### src/rtl/dcache_arb_pkg.sv
// Shared types and constants for the dcache request arbiter.
package dcache_arb_pkg;

    typedef enum logic [1:0] {
        ARB_IDLE  = 2'd0,
        ARB_ISSUE = 2'd1,
        ARB_WAIT  = 2'd2,
        ARB_DRAIN = 2'd3
    } arb_state_t;

    localparam logic [2:0] HSIZE_BYTE = 3'b000;
    localparam logic [2:0] HSIZE_HALF = 3'b001;

endpackage

### src/rtl/rr_pick.sv
// Combinational round-robin picker: first set request at or above ptr, with wrap.
module rr_pick #(
    parameter int unsigned NUM_REQ = 2
) (
    input  logic [NUM_REQ-1:0]         req,
    input  logic [$clog2(NUM_REQ)-1:0] ptr,
    output logic                       any,
    output logic [$clog2(NUM_REQ)-1:0] winner
);

    localparam int unsigned PW = $clog2(NUM_REQ);

    int unsigned idx;

    // Scan NUM_REQ slots starting at ptr; the first hit wins.
    always_comb begin
        any    = 1'b0;
        winner = '0;
        idx    = 0;
        for (int unsigned k = 0; k < NUM_REQ; k++) begin
            idx = 32'(ptr) + k;
            if (idx >= NUM_REQ) begin
                idx = idx - NUM_REQ;
            end
            if (!any && req[idx[PW-1:0]]) begin
                any    = 1'b1;
                winner = idx[PW-1:0];
            end
        end
    end

endmodule

### src/rtl/dcache_req_arbiter.sv
// Round-robin arbiter sharing one dcache request/response port between
// NUM_REQ requesters, one transaction outstanding, with optional timeout.
module dcache_req_arbiter
    import dcache_arb_pkg::*;
#(
    parameter int unsigned NUM_REQ        = 2,
    parameter int unsigned WORD_SIZE      = 8,
    parameter int unsigned ADDR_LENGTH    = 8,
    parameter int unsigned TIMEOUT_CYCLES = 32
) (
    input  logic                           clk,
    input  logic                           rst_n,
    input  logic [NUM_REQ-1:0]             r_req_valid,
    input  logic [NUM_REQ*ADDR_LENGTH-1:0] r_req_addr,
    input  logic [NUM_REQ*WORD_SIZE-1:0]   r_req_wdata,
    input  logic [NUM_REQ-1:0]             r_req_write,
    input  logic [NUM_REQ*3-1:0]           r_req_size,
    output logic [NUM_REQ-1:0]             r_req_ready,
    output logic [NUM_REQ-1:0]             r_resp_valid,
    output logic [WORD_SIZE-1:0]           r_resp_rdata,
    output logic                           r_resp_err,
    output logic                           c_req_valid,
    output logic [ADDR_LENGTH-1:0]         c_req_addr,
    output logic [WORD_SIZE-1:0]           c_req_wdata,
    output logic                           c_req_write,
    output logic [2:0]                     c_req_size,
    input  logic                           c_req_ready,
    input  logic                           c_resp_valid,
    input  logic [WORD_SIZE-1:0]           c_resp_rdata,
    output logic                           busy,
    output logic [$clog2(NUM_REQ)-1:0]     grant_id
);

    localparam int unsigned GW    = $clog2(NUM_REQ);
    localparam bit          TO_EN = (TIMEOUT_CYCLES != 0);
    localparam int unsigned TW    = TO_EN ? $clog2(TIMEOUT_CYCLES + 1) : 1;
    localparam logic [TW-1:0] T_LAST = TO_EN ? TW'(TIMEOUT_CYCLES - 1) : '0;

    arb_state_t             state;
    logic [GW-1:0]          rr_ptr;
    logic [ADDR_LENGTH-1:0] hold_addr;
    logic [WORD_SIZE-1:0]   hold_wdata;
    logic                   hold_write;
    logic [2:0]             hold_size;
    logic [TW-1:0]          timer;

    logic                   pick_any;
    logic [GW-1:0]          pick_idx;
    logic                   resp_ok;
    logic                   resp_to;
    logic [NUM_REQ-1:0]     owner_oh;

    rr_pick #(
        .NUM_REQ (NUM_REQ)
    ) u_pick (
        .req    (r_req_valid),
        .ptr    (rr_ptr),
        .any    (pick_any),
        .winner (pick_idx)
    );

    // Accept pulse and response routing are combinational so a response costs
    // no extra cycle; the accept pulse is forced low while reset is asserted.
    always_comb begin
        resp_ok  = c_resp_valid &&
                   ((state == ARB_WAIT) || ((state == ARB_ISSUE) && c_req_ready));
        resp_to  = TO_EN && (state == ARB_WAIT) && !c_resp_valid && (timer == T_LAST);
        owner_oh = NUM_REQ'(1) << grant_id;

        r_req_ready = '0;
        if ((state == ARB_IDLE) && pick_any && rst_n) begin
            r_req_ready = NUM_REQ'(1) << pick_idx;
        end

        r_resp_valid = (resp_ok || resp_to) ? owner_oh : '0;
        r_resp_rdata = resp_ok ? c_resp_rdata : '0;
        r_resp_err   = resp_to;
    end

    // Cache-side request is driven purely from state and hold registers.
    always_comb begin
        c_req_valid = (state == ARB_ISSUE);
        c_req_addr  = hold_addr;
        c_req_wdata = hold_wdata;
        c_req_write = hold_write;
        c_req_size  = hold_size;
        busy        = (state != ARB_IDLE);
    end

    // Arbitration FSM: grant in IDLE, hold request in ISSUE, wait for the
    // response (or time out) in WAIT, swallow a late response in DRAIN.
    always_ff @(posedge clk or negedge rst_n) begin
        if (!rst_n) begin
            state      <= ARB_IDLE;
            rr_ptr     <= '0;
            grant_id   <= '0;
            hold_addr  <= '0;
            hold_wdata <= '0;
            hold_write <= 1'b0;
            hold_size  <= '0;
            timer      <= '0;
        end else begin
            case (state)
                ARB_IDLE: begin
                    if (pick_any) begin
                        hold_addr  <= r_req_addr[pick_idx*ADDR_LENGTH +: ADDR_LENGTH];
                        hold_wdata <= r_req_wdata[pick_idx*WORD_SIZE +: WORD_SIZE];
                        hold_write <= r_req_write[pick_idx];
                        hold_size  <= r_req_size[pick_idx*3 +: 3];
                        grant_id   <= pick_idx;
                        rr_ptr     <= (pick_idx == GW'(NUM_REQ - 1)) ? '0 : pick_idx + GW'(1);
                        state      <= ARB_ISSUE;
                    end
                end
                ARB_ISSUE: begin
                    if (c_req_ready) begin
                        timer <= '0;
                        state <= c_resp_valid ? ARB_IDLE : ARB_WAIT;
                    end
                end
                ARB_WAIT: begin
                    if (c_resp_valid) begin
                        state <= ARB_IDLE;
                    end else if (resp_to) begin
                        state <= ARB_DRAIN;
                    end else if (TO_EN && (timer != '1)) begin
                        timer <= timer + TW'(1);
                    end
                end
                ARB_DRAIN: begin
                    if (c_resp_valid) begin
                        state <= ARB_IDLE;
                    end
                end
                default: state <= ARB_IDLE;
            endcase
        end
    end

endmodule

### config.mk
export PLATFORM = sky130hd
export DESIGN_NAME = dcache_req_arbiter
export DESIGN_NICKNAME = d
export VERILOG_FILES = /design/src/rtl/dcache_arb_pkg.sv /design/src/rtl/rr_pick.sv /design/src/rtl/dcache_req_arbiter.sv
export SDC_FILE = /design/constraint.sdc
export NUM_CORES = 1
export LEC_CHECK = 0
export ABC_AREA = 1
export BUFFER_PORTS_ARGS = -buffer_cell sky130_fd_sc_hd__buf_4
export CAP_MARGIN = 0
export CORE_ASPECT_RATIO = 1.25
export CORE_UTILIZATION = 30
export DETAILED_ROUTE_END_ITERATION = 16
export SETUP_SLACK_MARGIN = 0.05
export SLEW_MARGIN = 10
export SYNTH_ARGS = -nofsm -noshare
export SYNTH_HDL_FRONTEND = slang
export SYNTH_SLANG_ARGS = --single-unit
### constraint.sdc
create_clock -name clk -period 1.36 [get_ports clk]
set_input_delay 0.068 -clock clk [delete_from_list [all_inputs] [get_ports clk]]
set_output_delay 0.068 -clock clk [all_outputs]
set_load 0.05 [all_outputs]
==> results summary, run 1 <==
The number of warning messages in the yosys log is 0. The count of fill cells added during filler insertion came out at 384. The clock drives 30 sinks.

The placement-stage cell area is 2620 um2. The die width is 68.37 um. The initial antenna violation count is 0. The count of pins over their slew limit came to 0.

The count of pins on the block boundary came out at 90. Once detailed placement completed, the half-perimeter wirelength came to 3416 um. The largest fanout of any net on the critical path came out at 5.

In the finished design, the share of the clock period the worst path needs comes to 116.4%. The power density normalized to cell area is 2043 nW/um2. The via count of the first global-routing pass is 2117. The worst hold-check path type is primary input to flip-flop. Setup repair after global routing could not meet its margin everywhere. The clock tree root driver cell is clkbuf_8. For this run, design rule violations remaining after detail routing come to 0. For this run, the total global-route usage over all layers was measured as 21.44%. The data required time of the critical path is 1.29 ns. A synthesized cell averages 7.244 um2. The number of flip-flops and latches in the synthesized netlist came out at 30. In the final layout, flip-flops and latches occupy 753.2 um2. The die footprint came out at 5808 um2.

Summing all multi-input logic gate instances after layout gives 1281 um2. The weighted congestion at the end of routability-driven global placement came out at 0.8022. Clock latency on the worst-skew pair, taken at its later pin, is 0.28 ns. The final-report hold violation count is 0. For this configuration, the core starts out at a cell density of 31.83%. The worst setup path is launched from a flip-flop. TritonCTS built the clock tree. The run finished, with violations left. The synthesized design contains 0 enable-type register cells. The cell depth of the worst min-delay path is 3. The setup path with the least slack is of type flip-flop to output pin.

Setup slack on the worst reg-to-reg path comes out at -0.09 ns. The static leakage power is 0.001980 uW. The worst register-to-register path begins at state[0].

The number of buffers inserted during clock tree synthesis came out at 5. Setup violations remaining at the end of the flow were counted as 40. The detailed router finished its first iteration with 84 violations. Ranked by total cell area, the synthesized netlist is headed by dfrtp_1, nand2_1, nand3_1.

After synthesis, the most frequently instantiated cells are nand2_1, dfrtp_1, inv_1, nand3_1, nor2_1. The proportion of netlist area held by the largest area contributor is 45.45%. The post-detailed-route count of antenna-violating nets is 0. The vertical extent of the die is 84.96 um. The net total in the final layout is 440. The post-layout instance area is 3777 um2. In this run the cell area of the synthesized design comes to 1652 um2.

The first-pass GRT wire length is 9280 um. The max-cap check violation count came out at 0. The worst-case hold slack came out at 0.0005681 ns. The average routed wire per standard cell came out at 14.63 um. The largest net degree at the start of global routing is 31. The area of the core region came out at 5189 um2. The relative max-transition margin came out at 73.49%. The number of buffers inserted by port buffering came out at 89. The fraction of final layout cells sized beyond drive strength 1 came out at 55.44%.

The number of buffers on the longest clock path is 2. The synthesized netlist net count came out at 283. The number of levels in the clock H-tree is 2. The worst hold path terminates at c_req_wdata[1].

dfrtp_1 takes more of the synthesized area than any other cell. STA classifies the critical path endpoint as an output pin. The worst setup skew after layout is 0.001994 ns.

The commonest register cell after synthesis is dfrtp_1. The logic depth of the worst register-to-register path came out at 8. nand2_1 is the most common cell in the netlist. The arrival time reported for the critical path endpoint is 1.51 ns.

The shortest clock period the worst path allows after layout is 1.583 ns. The transition at the pin with the smallest max-transition slack came out at 0.3977 ns. The highest clock rate is 631.8 MHz. The via-per-instance ratio came out at 4.768.

The number of library cell types mapped by synthesis is 21. The worst register-to-register path ends at timer[4]. The checks that failed: negative setup slack. The total grt overflow came out at 0. The first TritonRoute pass finished after 4 iterations. The async set-reset flop share out of synthesis came out at 100.0%. Wires add up to 6555 um. The cell count after synthesis came out at 228. The total number of placement rows came out at 29. The sequential fraction of the synthesis area came out at 45.45%. Across all setup checks in the final design, the least slack found is -0.2228 ns. The number of antenna diodes in the final layout is 0.

After clock tree synthesis, the clock-pin slew on the worst setup and hold paths is 0.06 ns. The number of vias after detailed routing came out at 2136. The maximum VDD drop came out at 0.001766 V.

The post-synthesis to final-layout area growth came out at 128.7%. The launch point of the worst hold path is r_req_wdata[1].
## final cells by class
class | instances | area share [%]
repair buffers | 155 | 38.22
well taps | 62 | 2.054
multi-input cells | 167 | 33.92
flip-flops and latches | 30 | 19.94
clock buffers | 8 | 2.915
inverters | 26 | 2.948
## cell families after synthesis
family / after synthesis / share of synthesized area, %
and+or+nand+nor: 146 / 39.17
buffers and inverters: 32 / 8.030
DFF: 30 / 45.45
AOI/OAI and AO/OA: 18 / 6.061
xor gates and xnor gates: 1 / 0.5304
adders and majority gates: 1 / 0.7575
## flip-flops by register name, summed over array words and instances, names as in the netlist
| register | flops |
|---|---|
| grant_id | 1 |
| state | 2 |
| c_req_write | 1 |
| timer | 6 |
| c_req_addr | 8 |
| c_req_wdata | 8 |
| rr_ptr | 1 |
| c_req_size | 3 |
## placed cells by master, fill, tap and decap left out, types with 2 or more instances in the layout
master         netlist  final
buf_4                2     90
nand2_1             86     61
dlygate4sd3_1        0     38
dfrtp_1             30     28
nand2_4              3     25
nand3_2              1     22
inv_1               25     19
nor2_4               0     15
buf_6                0     14
nor2_1              21      9
clkbuf_8             0      8
buf_8                0      8
nand2_8              0      5
inv_2                1      4
o21ai_1              0      4
o21ai_0             10      4
o21ai_2              1      3
nand2_2              4      3
nand3_1             25      3
a21oi_1              5      3
buf_12               0      3
a21oi_4              0      2
clkbuf_16            0      2
dfrtp_2              0      2
## critical path: stages, from the launching register on
cell	delay (ns)
dfrtp_2	0.45
inv_2	0.09
nand2_4	0.07
inv_8	0.06
nand2_4	0.05
nand2_8	0.09
nand2_8	0.09
a21oi_4	0.15
buf_6	0.17
## timing repair
item                                    4_1_cts  5_1_grt
endpoints found under the setup margin       20       42
gates cloned                                  1        3
hold endpoints to repair                     50        8
resized for setup                            48       80
pin swaps                                    14       36
setup buffers                                 7        9
hold buffers                                 30        8
## power by group
| group | switching, uW | total, uW | internal [uW] | leakage, uW |
|---|---|---|---|---|
| combinational | 3270 | 5300 | 2030 | 0.00155 |
| clock | 333 | 843 | 510 | 0.0000575 |
| sequential | 301 | 1580 | 1280 | 0.000375 |
## through the flow
step / std cells / util (%) / worst slack (ns) / total power (uW) / setup TNS (ns)
6_report: 448 / 72.80 / -0.2228 / 7718 / -3.017
5_1_grt: 448 / 72.80 / -0.2729 / 8117 / -5.713
4_1_cts: 431 / 63.25 / -0.2047 / 6870 / -1.962
3_5_place_dp: 385 / 50.49 / -0.03676 / 5496 / -0.07329
3_3_place_gp: 385 / 50.49 / -0.002572 / 5469 / -0.004565
2_1_floorplan: 228 / - / -0.05120 / 4222 / -0.1024
## worst max-delay path by stage
stage,slack [ns],from,endpoint,depth (start not counted)
detailed placement,-0.04,state[1],r_resp_valid[0],8
finish,-0.22,state[1],r_resp_valid[0],8
global route,-0.27,state[1],r_resp_valid[0],8
global placement,-0.003,state[1],r_resp_valid[1],8
CTS,-0.20,timer[1],r_resp_valid[1],6
floorplan,-0.05,state[1],r_resp_valid[0],7
## routing by layer
metal	part of all wire, %	global-route usage [%]	wire [um]	up-vias
met5	0	0	0	-
met4	2.4	8.712	157	0
met3	3.4	3.360	220	12
met2	58	39.75	3816	77
met1	36	23.04	2361	1024
li1	-	-	-	1023
Note: power is estimated with default switching activity, not from simulation.
==> run 2, diff against run 1 <==
--- a/config.mk
+++ b/config.mk
@@ -5,12 +5,12 @@
 export SDC_FILE = /design/constraint.sdc
 export NUM_CORES = 1
 export LEC_CHECK = 0
-export ABC_AREA = 1
 export BUFFER_PORTS_ARGS = -buffer_cell sky130_fd_sc_hd__buf_4
 export CAP_MARGIN = 0
 export CORE_ASPECT_RATIO = 1.25
 export CORE_UTILIZATION = 30
 export DETAILED_ROUTE_END_ITERATION = 16
+export RECOVER_POWER = 100
 export SETUP_SLACK_MARGIN = 0.05
 export SLEW_MARGIN = 10
 export SYNTH_ARGS = -nofsm -noshare
==> results summary, run 2 <==
The worst setup timing slack at the placement stage is -0.1304 ns. The static leakage power is 0.001252 uW. The initial core utilization came out at 31.65%. The largest total area in the synthesized netlist belongs to dfrtp_1. The die is 81.85 um tall. Dividing the detail-routed wire length by the instance count gives 14.39 um.

CTS placed an instance of clkbuf_8 at the clock tree root. The via count of the first global-routing pass came out at 1706. The setup violation total in the final timing report came out at 27.

The post-route clock period utilization is 119.6%. The synthesized netlist net count is 199. The flow ran to the end, but the final reports show violations. Leaving out fill and tap cells, the most frequent cells in the layout are buf_4, dfrtp_1, a21boi_0, a221o_1, clkbuf_1. The shortest clock period the worst path allows after layout came out at 1.626 ns. The count of routing violations after the opening detailed-route iteration is 62. The worst setup path is launched from a flip-flop. Counting flops with a built-in enable in the synthesized netlist gives 0. The number of remaining DRC errors is 0.

The multi-input combinational cell area is 845.8 um2. The first-pass GRT wire length came out at 7431 um. The number of vias after detailed routing is 1634. The initial antenna violation count came to 0. The final non-filler cell total came out at 319. A synthesized cell averages 10.63 um2. The number of buffers inserted by port buffering came out at 89. The worst setup path is captured at an output pin. The proportion of netlist area held by the largest area contributor came out at 49.06%.

The critical path goes through nand3b_1 > a21boi_4 > and2_2 > buf_8. The highest clock rate is 615.0 MHz. The post-synthesis to final-layout area growth came out at 74.49%. The data required time of the critical path came out at 1.29 ns.

The number of sinks handled by clock tree synthesis is 30. The worst pin sits at a relative slew slack of 58.99%. The final-report hold violation count is 0. The largest stage delay on the critical path came out at 0.42 ns. In this run the power density over the cells is 1947 nW/um2. The sequential fraction of the synthesis area came out at 49.06%. The number of warning messages in the yosys log came out at 0. The setup slack of the critical path after layout is -0.2660 ns. The count of pins over their slew limit is 0. The area of the core region is 4835 um2. The count of fill cells added during filler insertion came out at 447. The maximum VDD drop came out at 0.001256 V. Once placement completed, the tool counted placed cells totaling 303. The commonest non-fill, non-tap cell in the layout is buf_4.

The final HPWL from detailed placement came out at 3290 um. The post-synthesis instance area came out at 1530 um2. The fraction of final layout cells sized beyond drive strength 1 came out at 52.90%. By area the synthesized netlist is led by dfrtp_1, a221o_1, a21boi_0. The path class of the tightest hold or removal check is primary input to flip-flop.

Registers take 752.0 um2. Row generation in the floorplan step produced 28 rows. The global-route usage over all layers is 18.13%. The transition at the pin with the smallest max-transition slack is 0.6177 ns.

The most frequent cell after synthesis is dfrtp_1. The gate count after technology mapping came out at 144. The weighted congestion at the end of routability-driven global placement came out at 0.7286. The total routed wirelength came out at 4589 um. For the final database, setup skew stands at 0.006870 ns. In this run the horizontal extent of the chip is 65.88 um. Setup repair after global routing could not meet its margin everywhere. Of all flip-flops after synthesis, the portion carrying an async set or reset was 100.0%. The H-tree generated during clock tree synthesis spans 2 levels.

The number of library cell types mapped by synthesis is 31. The count of pins on the block boundary is 90. The total grt overflow came out at 0. The max-cap check violation count came out at 0. The post-detailed-route count of antenna-violating nets is 0.

In the synthesized netlist the dominant register cell turns out to be dfrtp_1. The commonest cells after synthesis are dfrtp_1, a21boi_0, a221o_1. The largest fanout of any net on the critical path came out at 8. TritonCTS built the clock tree. Entering global routing, the biggest net connects 24 pins. Data arrives at the worst endpoint at 1.56 ns. The total iterations of the first detailed-routing run is 4. The clock-pin slew of the registers on the worst-case setup and hold paths came out at 0.06 ns.

The repair_antennas step left the layout with diodes totalling 0. The final reports fail on negative setup slack. In this run, synthesis produced a sequential element count of 30. The net count of the finished layout is 313. The critical-path cell with the highest stage delay is dfrtp_1. At the later pin of the worst-skew pair, clock insertion delay measures 0.28 ns. The number of buffers on the longest clock path came out at 2. The critical path is of the flip-flop to output pin type. The via-per-instance ratio is 5.122. The die footprint is 5392 um2. The number of buffers inserted during clock tree synthesis is 5.
## run 2: final cells by class
class,instances,share of cell area [%]
Tap cell,60,2.812
Inverter,5,0.7029
Multi-Input combinational cell,100,31.68
Clock buffer,7,3.233
Timing Repair Buffer,116,33.22
Sequential cell,30,28.16
Clock inverter,1,0.1874
## run 2: per-stage QoR
stage          TNS [ns]  utilization [%]  instance area [um2]  power (uW)  hold WS (ns)
2_1_floorplan   -0.1364                -                 1615        3547       -0.2276
3_3_place_gp     -2.402            50.98                 2465        4578      -0.09978
3_5_place_dp     -3.000            50.98                 2465        4590      -0.09883
4_1_cts          -3.448            55.72                 2694        5446      0.004383
5_1_grt          -5.868            55.23                 2670        5507      0.008068
6_report         -3.710            55.23                 2670        5198       0.01020
## run 2: report_power, final
group	internal [uW]	switching, uW	total, uW
combinational	1000	1960	2960
clock	408	332	740
sequential	1260	235	1500
## run 2: cell families (layout without fill, tap and decap cells)
group / Yosys count / in the layout / synth area share [%]
buffers and inverters: 14 / 129 / 3.843
flip-flops: 30 / 30 / 49.06
adder cells (fa/ha/maj): 1 / 1 / 0.8175
AND/OR/NAND/NOR: 39 / 39 / 15.13
AO/OA/AOI/OAI: 60 / 60 / 31.15
## run 2: path summary, 6_finish.rpt
kind                       cells after the start              end       startpoint  slack, ns
setup / recovery                               4  r_resp_rdata[3]         state[1]      -0.27
hold / removal                                 2   c_req_wdata[7]  r_req_wdata[15]       0.01
setup reg to reg                               4         timer[3]         state[1]      -0.08
hold reg to reg                                1           rr_ptr           rr_ptr       0.50
max in group asynchronous                      3         state[0]            rst_n       0.31
min in group asynchronous                      2    c_req_addr[4]            rst_n       0.27
## run 2: timing repair
item | CTS | global route
resized for setup | 27 | 11
endpoints found under the setup margin | 41 | 43
pin swaps | 9 | 4
hold buffers | 2 | 0
endpoints found under the hold margin | 31 | 0
setup buffers | 5 | 1
## run 2: routing by layer
layer,routed length (um),vias up,GRT usage [%]
li1,-,777,-
met1,1879,791,20.12
met2,2355,61,32.04
met3,283,5,4.722
met4,72,0,8.261
met5,0,-,0
## run 2: worst max-delay path, delay by kind of cell (launching register included)
family                 cells  cell delay [ns]
and+or+nand+nor            2             0.46
DFF                        1             0.42
AOI/OAI and AO/OA          1             0.26
buffers and inverters      1             0.14
==> run 3, diff against run 2 <==
--- a/config.mk
+++ b/config.mk
@@ -5,11 +5,13 @@
 export SDC_FILE = /design/constraint.sdc
 export NUM_CORES = 1
 export LEC_CHECK = 0
+export ABC_AREA = 1
 export BUFFER_PORTS_ARGS = -buffer_cell sky130_fd_sc_hd__buf_4
 export CAP_MARGIN = 0
 export CORE_ASPECT_RATIO = 1.25
 export CORE_UTILIZATION = 30
 export DETAILED_ROUTE_END_ITERATION = 16
+export PLACE_DENSITY = 0.71
 export RECOVER_POWER = 100
 export SETUP_SLACK_MARGIN = 0.05
 export SLEW_MARGIN = 10
==> results summary, run 3 (synthesized netlist as in run 1, its figures left out) <==
The run finished, with violations left. The final reports fail on negative hold slack, negative setup slack. The count of routing violations after the opening detailed-route iteration came out at 57.

The setup violation total in the final timing report is 41. Among all stages on the critical path, the largest delay is contributed by dfrtp_2. The number of buffers inserted by port buffering came out at 89. The average routed wire per standard cell is 14.10 um.

The post-detailed-route count of antenna-violating nets is 0. The worst path buffer plus inverter count came out at 2. The highest clock rate came out at 636.8 MHz.

Wire segments on met2 add up to 3742 um in the final route. The via-per-instance ratio came out at 4.801. The launch point of the worst hold path is r_req_addr[0]. The length of routed met3 wiring came out at 334 um.

The post-route clock period utilization is 115.5%. The launch point of the worst path is state[0]. The final non-filler cell total came out at 442. The internal power consumption is 3353 uW. The critical path goes through nor2_4 > o21ai_2 > nor2_2 > inv_2 > nor2_4 > buf_8. The die covers 5808 um2. Setup total negative slack on the finished layout was measured at -3.098 ns. The cell sitting at the root of the clock tree is a clkbuf_8. The worst-case hold slack is -0.002184 ns.

After floorplanning, the core was divided into 29 placement rows. The number of clock buffers added by TritonCTS is 5. Data on the critical path is required at its endpoint by 1.29 ns. After detailed routing, the total wire length is 6230 um.

The commonest non-fill, non-tap cell in the layout is buf_4. The final HPWL from detailed placement came out at 3422 um. The first-pass GRT wire length is 8535 um.

The area of the core region is 5189 um2. The global-route usage over all layers is 19.31%. The highest layer touched by signal routing is met4. The combinational fraction of design power came out at 67.9%. The final-report hold violation count is 1. For the worst flop-to-flop path, the logic depth is 9. The post-synthesis to final-layout area growth is 113.6%. The worst hold-check path type is primary input to flip-flop. The clock latency on the worst-skew pair is 0.28 ns. The type of the setup path with the least slack is flip-flop to output pin. The via count of the first global-routing pass came out at 1977.

Setup repair after global routing could not meet its margin everywhere. In the final routing, the length of wire on met1 measures 2021 um. The worst setup skew after layout came out at 0.005063 ns. The instance count on the critical path is 6.

The count of pins over their slew limit is 0. Sequential cells burn 21.8% of the power. Including well taps, the total number of placed cells is 383. The power density normalized to cell area is 2018 nW/um2. STA classifies the critical path endpoint as an output pin. The largest net degree at the start of global routing came out at 31.

The placement-stage cell area is 2592 um2. The cell that appears most often on the critical path is nor2_4. Among cell families on the critical path, the largest total delay comes from flip-flops.

The number of sinks handled by clock tree synthesis came out at 30. The pre-antenna-repair detailed-routing pass consisted of 4 iterations. The startpoint of the worst-slack reg-to-reg timing path is timer[0]. STA puts the critical path data arrival time at 1.50 ns. The count of pins on the block boundary came out at 90.

The worst pin sits at a relative slew slack of 49.17%. The initial antenna violation count came out at 0. The number of levels in the clock H-tree is 2. Across all setup checks in the final design, the least slack found is -0.2103 ns. The post-route netlist has 50.00% of its cells at a drive strength greater than 1. After clock tree synthesis, the clock-pin slew on the worst setup and hold paths is 0.06 ns. The largest stage delay on the critical path came out at 0.47 ns. The vertical extent of the die came out at 84.96 um. The net count of the finished layout is 434.

The clock network burns 10.3% of the power. Global routing finished with a remaining overflow of 0. The library cells used most frequently in the layout, excluding fill and tap cells, are buf_4, nand2_1, dlygate4sd3_1, dfrtp_1, nand2_4.

The worst setup timing slack at the placement stage came out at -0.07582 ns. The number of buffers on the longest clock path came out at 2. The analysis attributes to cell leakage a power of 0.001869 uW. The transition at the pin with the smallest max-transition slack came out at 0.7625 ns.

The shortest clock period the worst path allows after layout is 1.570 ns. The cell depth of the worst min-delay path came out at 3. In this run the worst path has a maximum fanout of 5.

The post-layout instance area came out at 3528 um2. The net switching fraction of the power came out at 52.90%. The CTS tree is done. The initial core utilization is 31.83%. The number of antenna diodes is 0. The number of remaining DRC errors came out at 0. The number of vias after detailed routing is 2122. The area taken by flip-flops and latches is 753.2 um2. In the final layout, the multi-input gates occupy 1226 um2. The count of fill cells added during filler insertion is 403. STA classifies the critical path startpoint as a flip-flop. The switching power is 3766 uW. The setup slack of the worst register-to-register path is -0.08 ns. The maximum VDD drop came out at 0.001282 V. The tool flagged a number of max-cap violations equal to 0. The die width is 68.37 um.

The final standard cell utilization of the core is 68.00%. The weighted congestion at the end of routability-driven global placement is 0.7839.
[run 3: metal layers]
layer | global-route usage, % | vias up
met2 | 35.92 | 91
met4 | 5.682 | 0
met3 | 4.167 | 13
li1 | - | 1008
met5 | 0 | -
met1 | 20.88 | 1010
[run 3: path summary, 6_finish.rpt]
path	end
worst max-delay path	r_req_ready[0]
max in group asynchronous	state[0]
worst min-delay path	c_req_addr[0]
worst max register to register	timer[2]
worst min register to register	c_req_addr[5]
min in group asynchronous	timer[1]
[run 3: tightest hold or removal path, stage by stage]
cell and delay [ns]:
buf_4 0.09, nand2_4 0.04, nand3_2 0.04
[run 3: area by class of cell]
class                   count  share of cell area, %
clock buffers               7                  2.447
well taps                  62                  2.199
repair buffers            149                  36.03
flip-flops and latches     30                  21.35
multi-input cells         167                  34.75
inverters                  26                  3.085
clock inverters             1                 0.1418
[run 3: what timing repair did]
item	4_1_cts	5_1_grt
endpoints found under the hold margin	48	12
hold buffers	21	12
pin swaps	9	33
gates cloned	1	1
resized for setup	31	80
endpoints found under the setup margin	35	43
setup buffers	9	7
[run 3: per-stage QoR]
step           power [uW]  hold WS, ns
2_1_floorplan        4222      -0.2276
3_3_place_gp         5393       0.1138
3_5_place_dp         5441       0.1207
4_1_cts              6593     0.001468
5_1_grt              7496     0.002748
6_report             7119    -0.002184
[run 3: power by group through the flow]
stage	clock [uW]	sequential (uW)	combinational, uW
after floorplan	0	2580	1640
after global placement	0	1520	3880
after detailed placement	0	1520	3920
after CTS	751	1540	4300
after global routing	790	1590	5120
final	733	1550	4840
